===== src/rtl/misr_pkg.sv =====
// misr_pkg: shared types and helpers for the MISR response analyzer.
//   state_t      : analyzer FSM states (IDLE, RUN, CHECK, DONE)
//   DEFAULT_POLY : default feedback taps for an 8-bit signature
//   misr_next()  : one compaction step on a signature of up to MISR_MAX_W bits
package misr_pkg;

  typedef enum logic [1:0] {
    IDLE,
    RUN,
    CHECK,
    DONE
  } state_t;

  localparam logic [7:0]  DEFAULT_POLY = 8'h1D;
  localparam int unsigned MISR_MAX_W   = 64;

  typedef logic [MISR_MAX_W-1:0] misr_word_t;

  // Shift left, fold POLY back in when the bit shifted out of position
  // width-1 was set, XOR in the new data. Bits above width are cleared.
  function automatic misr_word_t misr_next(input misr_word_t  sig,
                                           input misr_word_t  data,
                                           input misr_word_t  poly,
                                           input int unsigned width);
    misr_word_t msb_word;
    misr_word_t fb;
    msb_word = sig >> (width - 1);
    fb       = msb_word[0] ? poly : '0;
    return ((sig << 1) ^ fb ^ data) & ~({MISR_MAX_W{1'b1}} << width);
  endfunction

endpackage


===== src/rtl/misr_core.sv =====
// misr_core: signature register of the MISR.
//   clk   in  rising-edge clock
//   rst   in  synchronous active-low reset (loads SEED)
//   load  in  reload SEED (priority over shift)
//   shift in  perform one compaction step with data
//   data  in  WIDTH bits to compact
//   sig   out WIDTH bits, current signature
module misr_core
  import misr_pkg::*;
#(
  parameter int               WIDTH = 8,
  parameter logic [WIDTH-1:0] POLY  = WIDTH'(DEFAULT_POLY),
  parameter logic [WIDTH-1:0] SEED  = '0
) (
  input  logic             clk,
  input  logic             rst,
  input  logic             load,
  input  logic             shift,
  input  logic [WIDTH-1:0] data,
  output logic [WIDTH-1:0] sig
);

  logic [WIDTH-1:0] r_sig;
  logic [WIDTH-1:0] w_next;

  assign w_next = WIDTH'(misr_next(misr_word_t'(r_sig), misr_word_t'(data),
                                   misr_word_t'(POLY), WIDTH));

  always_ff @(posedge clk) begin
    if (!rst)       r_sig <= SEED;
    else if (load)  r_sig <= SEED;
    else if (shift) r_sig <= w_next;
  end

  assign sig = r_sig;

endmodule


===== src/rtl/misr_response_analyzer.sv =====
// misr_response_analyzer: compacts CUT responses into a MISR signature over
// PATTERN_COUNT enabled cycles, then compares against a golden signature.
//   clk       in  rising-edge clock
//   rst       in  synchronous active-low reset
//   start     in  begin a session (honoured in IDLE or DONE)
//   en        in  capture resp this cycle (RUN only)
//   resp      in  WIDTH, CUT response
//   resp_mask in  WIDTH, only with MISR_XMASK_EN: set bits compact as 0
//   golden    in  WIDTH, expected final signature, sampled in CHECK
//   signature out WIDTH, current MISR contents
//   busy      out high in RUN and CHECK
//   done      out high in DONE
//   pass      out valid while done: signature matched golden
// Optional feature macro: MISR_XMASK_EN (X-masking of response bits).
module misr_response_analyzer
  import misr_pkg::*;
#(
  parameter int               WIDTH         = 8,
  parameter logic [WIDTH-1:0] POLY          = WIDTH'(DEFAULT_POLY),
  parameter logic [WIDTH-1:0] SEED          = '0,
  parameter int               PATTERN_COUNT = 256
) (
  input  logic             clk,
  input  logic             rst,
  input  logic             start,
  input  logic             en,
  input  logic [WIDTH-1:0] resp,
`ifdef MISR_XMASK_EN
  input  logic [WIDTH-1:0] resp_mask,
`endif
  input  logic [WIDTH-1:0] golden,
  output logic [WIDTH-1:0] signature,
  output logic             busy,
  output logic             done,
  output logic             pass
);

  localparam int CNT_W = $clog2(PATTERN_COUNT + 1);

  state_t           r_state;
  state_t           w_next_state;
  logic [CNT_W-1:0] r_cnt;
  logic             r_pass;
  logic             w_load;
  logic             w_shift;
  logic [WIDTH-1:0] w_data;
  logic [WIDTH-1:0] w_sig;

`ifdef MISR_XMASK_EN
  assign w_data = resp & ~resp_mask;
`else
  assign w_data = resp;
`endif

  misr_core #(
    .WIDTH (WIDTH),
    .POLY  (POLY),
    .SEED  (SEED)
  ) u_core (
    .clk   (clk),
    .rst   (rst),
    .load  (w_load),
    .shift (w_shift),
    .data  (w_data),
    .sig   (w_sig)
  );

  always_ff @(posedge clk) begin
    if (!rst) r_state <= IDLE;
    else      r_state <= w_next_state;
  end

  always_comb begin
    w_next_state = r_state;
    w_load       = 1'b0;
    w_shift      = 1'b0;
    case (r_state)
      IDLE, DONE: begin
        if (start) begin
          w_load       = 1'b1;
          w_next_state = RUN;
        end
      end
      RUN: begin
        if (en) begin
          w_shift = 1'b1;
          if (r_cnt == CNT_W'(PATTERN_COUNT - 1)) w_next_state = CHECK;
        end
      end
      CHECK:   w_next_state = DONE;
      default: w_next_state = IDLE;
    endcase
  end

  // cnt stops at PATTERN_COUNT once RUN is left; no wrap possible
  always_ff @(posedge clk) begin
    if (!rst)         r_cnt <= '0;
    else if (w_load)  r_cnt <= '0;
    else if (w_shift) r_cnt <= r_cnt + 1'b1;
  end

  always_ff @(posedge clk) begin
    if (!rst)                  r_pass <= 1'b0;
    else if (r_state == CHECK) r_pass <= (w_sig == golden);
    else if (w_load)           r_pass <= 1'b0;
  end

  assign signature = w_sig;
  assign busy      = (r_state == RUN) || (r_state == CHECK);
  assign done      = (r_state == DONE);
  assign pass      = r_pass;

endmodule


===== config.mk =====
export PLATFORM = sky130hd
export DESIGN_NAME = misr_response_analyzer
export DESIGN_NICKNAME = d
export VERILOG_FILES = /design/src/rtl/misr_pkg.sv /design/src/rtl/misr_core.sv /design/src/rtl/misr_response_analyzer.sv
export SDC_FILE = /design/constraint.sdc
export NUM_CORES = 1
export LEC_CHECK = 0
export ABC_AREA = 1
export BUFFER_PORTS_ARGS = -buffer_cell sky130_fd_sc_hd__buf_2
export CAP_MARGIN = 20
export CORE_MARGIN = 2
export CORE_UTILIZATION = 23
export CTS_BUF_LIST = sky130_fd_sc_hd__clkbuf_16
export DETAILED_ROUTE_END_ITERATION = 10
export SLEW_MARGIN = 20
export SYNTH_ARGS = -nofsm -noshare
export SYNTH_HDL_FRONTEND = slang
export SYNTH_SLANG_ARGS = --single-unit

===== constraint.sdc =====
create_clock -name clk -period 2.4 [get_ports clk]
set_input_delay 0.12 -clock clk [delete_from_list [all_inputs] [get_ports clk]]
set_output_delay 0.12 -clock clk [all_outputs]
set_load 0.01 [all_outputs]

==> flow_metrics.env <==
export IMPL_synth_top_area_cell="dfxtp_1"
export IMPL_tritoncts="yes"
export IMPL_portBuffers=30
export IMPL_n_antenna_cell=0
export IMPL_crit_fanout=4
export IMPL_grt_pass1_wl_um=4000
export IMPL_clk_pin_slew_ps=60
export IMPL_synth_cells=158
export IMPL_critPathArrivalTime_ps=1800
export IMPL_ys_warn_count=0
export IMPL_worstHoldPathCells=3
export IMPL_crit_chain="ha_1 -> nand4_1 -> nor3_1 -> ha_1 -> nand2_1 -> nand2_1 -> o21ai_0 -> nand2_1 -> o21a_1 -> nor2_1"
export IMPL_setup_tns_ps=0
export IMPL_ys_seq_area_share_pct=35.0
export IMPL_critPathMaxStageDelay_ps=350
export IMPL_end_kind="register"
export IMPL_post_route_drc_count=0
export IMPL_gr_total_overflow=0
export IMPL_wl_um=2420
export IMPL_drt_wirelength_per_cell_um=9.43
export IMPL_cts_setup_buffers=0
export IMPL_avgSynthCellArea_um2=7.24
export IMPL_hp_start="rst"
export IMPL_initial_core_util_pct=24.1
export IMPL_clockBufferDepth=2
export IMPL_area_delta_synth_final_pct=25.9
export IMPL_grt_pass1_vias=955
export IMPL_fillCellCount=535
export IMPL_setup_ws_ps=750
export IMPL_multiInputGateArea_um2=607
export IMPL_power_frac_seq_pct=38.3
export IMPL_slew_headroom_pct=78.3
export IMPL_ctsHoldBuffers=0
export IMPL_ioPinCount=31
export IMPL_grt_max_degree=20
export IMPL_seq_area_um2=400
export IMPL_synth_area_leaders="dfxtp_1 35%, inv_1 9.8%, nand2_1 9.5%"
export IMPL_finalClockSkew_ps=4.86
export IMPL_synth_cell_area_um2=1140
export IMPL_htreeDepth=1
export IMPL_place_congestion=0.773
export IMPL_clockPowerShare_pct=30.8
export IMPL_p_per_area_nw_per_um2=771
export IMPL_outcome="finished, final reports clean"
export IMPL_dp_hpwl_um=1930
export IMPL_row_count=25
export IMPL_p_leak_nw=0.666
export IMPL_final_net_count=216
export IMPL_cp_data_required_time_ps=2550
export IMPL_r2r_start="r_cnt[1]"
export IMPL_p_int_mw=0.737
export IMPL_clockRootBuffer="clkbuf_16"
export IMPL_finalCritPeriodShare_pct=68.8
export IMPL_drt_iter0_markers=41
export IMPL_worst_path_max_delay_cell="dfxtp_1"
export IMPL_clkSinkCount=20
export IMPL_utilization_pct=30.3
export IMPL_antenna_found_initial=0
export IMPL_worstSetupStartpointType="register"
export IMPL_maxCapViolations=0
export IMPL_numCtsBuffers=3
export IMPL_rsz0062_at_grt="false"
export IMPL_postRouteAntennaNets=0
export IMPL_combinationalPowerShare_pct=30.9
export IMPL_layout_drive_gt1_share_pct=22.1
export IMPL_clock_latency_ps=250
export IMPL_ys_ff_latch=20
export IMPL_critPathKind="reg -> reg"
export IMPL_reg2regPathDepth=10
export IMPL_hp_class="in -> reg"
export IMPL_synth_top_area_share_pct=35.0
export IMPL_viasPerCell=4.02
export IMPL_syn_nets=183
export IMPL_place_ws_ps=765
export IMPL_core_um2=4750
export IMPL_grtUsageTotal_pct=9.58
export IMPL_dieArea_um2=5550
export IMPL_worst_pin_slew_ps=322
export IMPL_slew_violations=0
export IMPL_setup_viol=0
export IMPL_fin_crit_ps=1650
export IMPL_die_width_um=74.5
export IMPL_reg2reg_slack_ps=750
export IMPL_most_common_layout_cells="30 x inv_1, 30 x buf_2, 29 x nand2_1, 20 x dfxtp_1, 15 x a21oi_1"
export IMPL_vias=1032
export IMPL_post_cts_resized=0
export IMPL_net_switching_power_mw=0.373
export IMPL_worst_ir_drop_vdd_mv=0.280
export IMPL_switching_share_pct=33.6
export IMPL_fp_dieH_um=74.5
export IMPL_fmax_ghz=0.606
export IMPL_synth_distinct_cells=24
export IMPL_cp_common_cell="nand2_1"
export IMPL_first_pass_iters=4
export IMPL_min_to="r_state[1]"
export IMPL_hold_violations=0
export IMPL_r2r_end="r_state[0]"
## synthesized netlist by cell type
cell / n
xor2_1: 3
ha_1: 5
o21a_1: 1
nand3_1: 5
a21oi_1: 15
nand4_4: 1
nor3_1: 4
or2_2: 1
o21ai_1: 1
buf_2: 1
nor2_4: 1
inv_2: 2
nand2_1: 29
o21ai_2: 1
nor2_1: 9
nor3b_2: 1
o21ai_0: 13
nand4_1: 2
inv_1: 30
buf_6: 1
xnor2_1: 10
nand2_4: 1
nand2_2: 1
dfxtp_1: 20
## through the flow
stage / cells / hold WS, ps / total power [mW] / instance area, µm²
final: 257 / 153 / 1.11 / 1440
after global routing: 257 / 165 / 1.19 / 1440
after CTS: 257 / 153 / 1.13 / 1440
after detailed placement: 253 / 412 / 0.780 / 1360
after global placement: 253 / 409 / 0.774 / 1360
after floorplan: 158 / 270 / 0.677 / 1140
## flip-flops by register name, indices dropped and copies added, names as in the netlist
| signal | cells |
|---|---|
| u_core.sig | 8 |
| pass | 1 |
| r_state | 2 |
| r_cnt | 9 |
## cell type report
| cell class | instances | area share [%] |
|---|---|---|
| timing repair buffer | 30 | 10.4 |
| clock inverter | 1 | 0.261 |
| sequential | 20 | 27.8 |
| clock buffer | 3 | 5.21 |
| inverter | 32 | 8.34 |
| multi-input combinational | 104 | 42.1 |
| tap | 67 | 5.82 |
## critical path, delay by kind of cell, from the launching register on
kind                       cells  cell delay, ps
AOI/OAI and AO/OA              2             250
and+or+nand+nor                6             550
adders and majority gates      2             390
DFF                            1             350
## metal layers
metal / global-route usage (%) / up-vias / wire (µm)
li1: - / 559 / -
met3: 3.25 / 2 / 135
met1: 11.7 / 452 / 1160
met4: 4.17 / 0 / 23
met2: 15.3 / 19 / 1110
met5: 0 / - / 0
## power by group through the flow
stage          clock network, mW  logic (mW)  registers, mW
6_report                   0.342       0.342          0.425
3_3_place_gp                   0       0.340          0.434
4_1_cts                    0.351       0.348          0.427
2_1_floorplan                  0       0.243          0.433
3_5_place_dp                   0       0.346          0.434
5_1_grt                    0.363       0.394          0.433
## how the worst max path moves through the flow
stage / start / to / slack [ps] / depth (start not counted)
after global routing: r_cnt[0] / r_state[0] / 560 / 10
after floorplan: r_cnt[0] / r_state[0] / 910 / 10
after global placement: r_cnt[0] / r_state[0] / 840 / 10
after detailed placement: r_cnt[1] / r_state[0] / 760 / 10
after CTS: r_cnt[1] / r_state[0] / 740 / 10
final: r_cnt[1] / r_state[0] / 750 / 10
## logic make-up after synthesis
group,Yosys count,share of synthesized area (%)
flops,20,35.0
simple gates,55,23.5
xor+xnor,13,9.96
compound gates,31,14.1
buf+inv,34,11.9
fa+ha+maj,5,5.47
(Power assumes the default switching activity.)
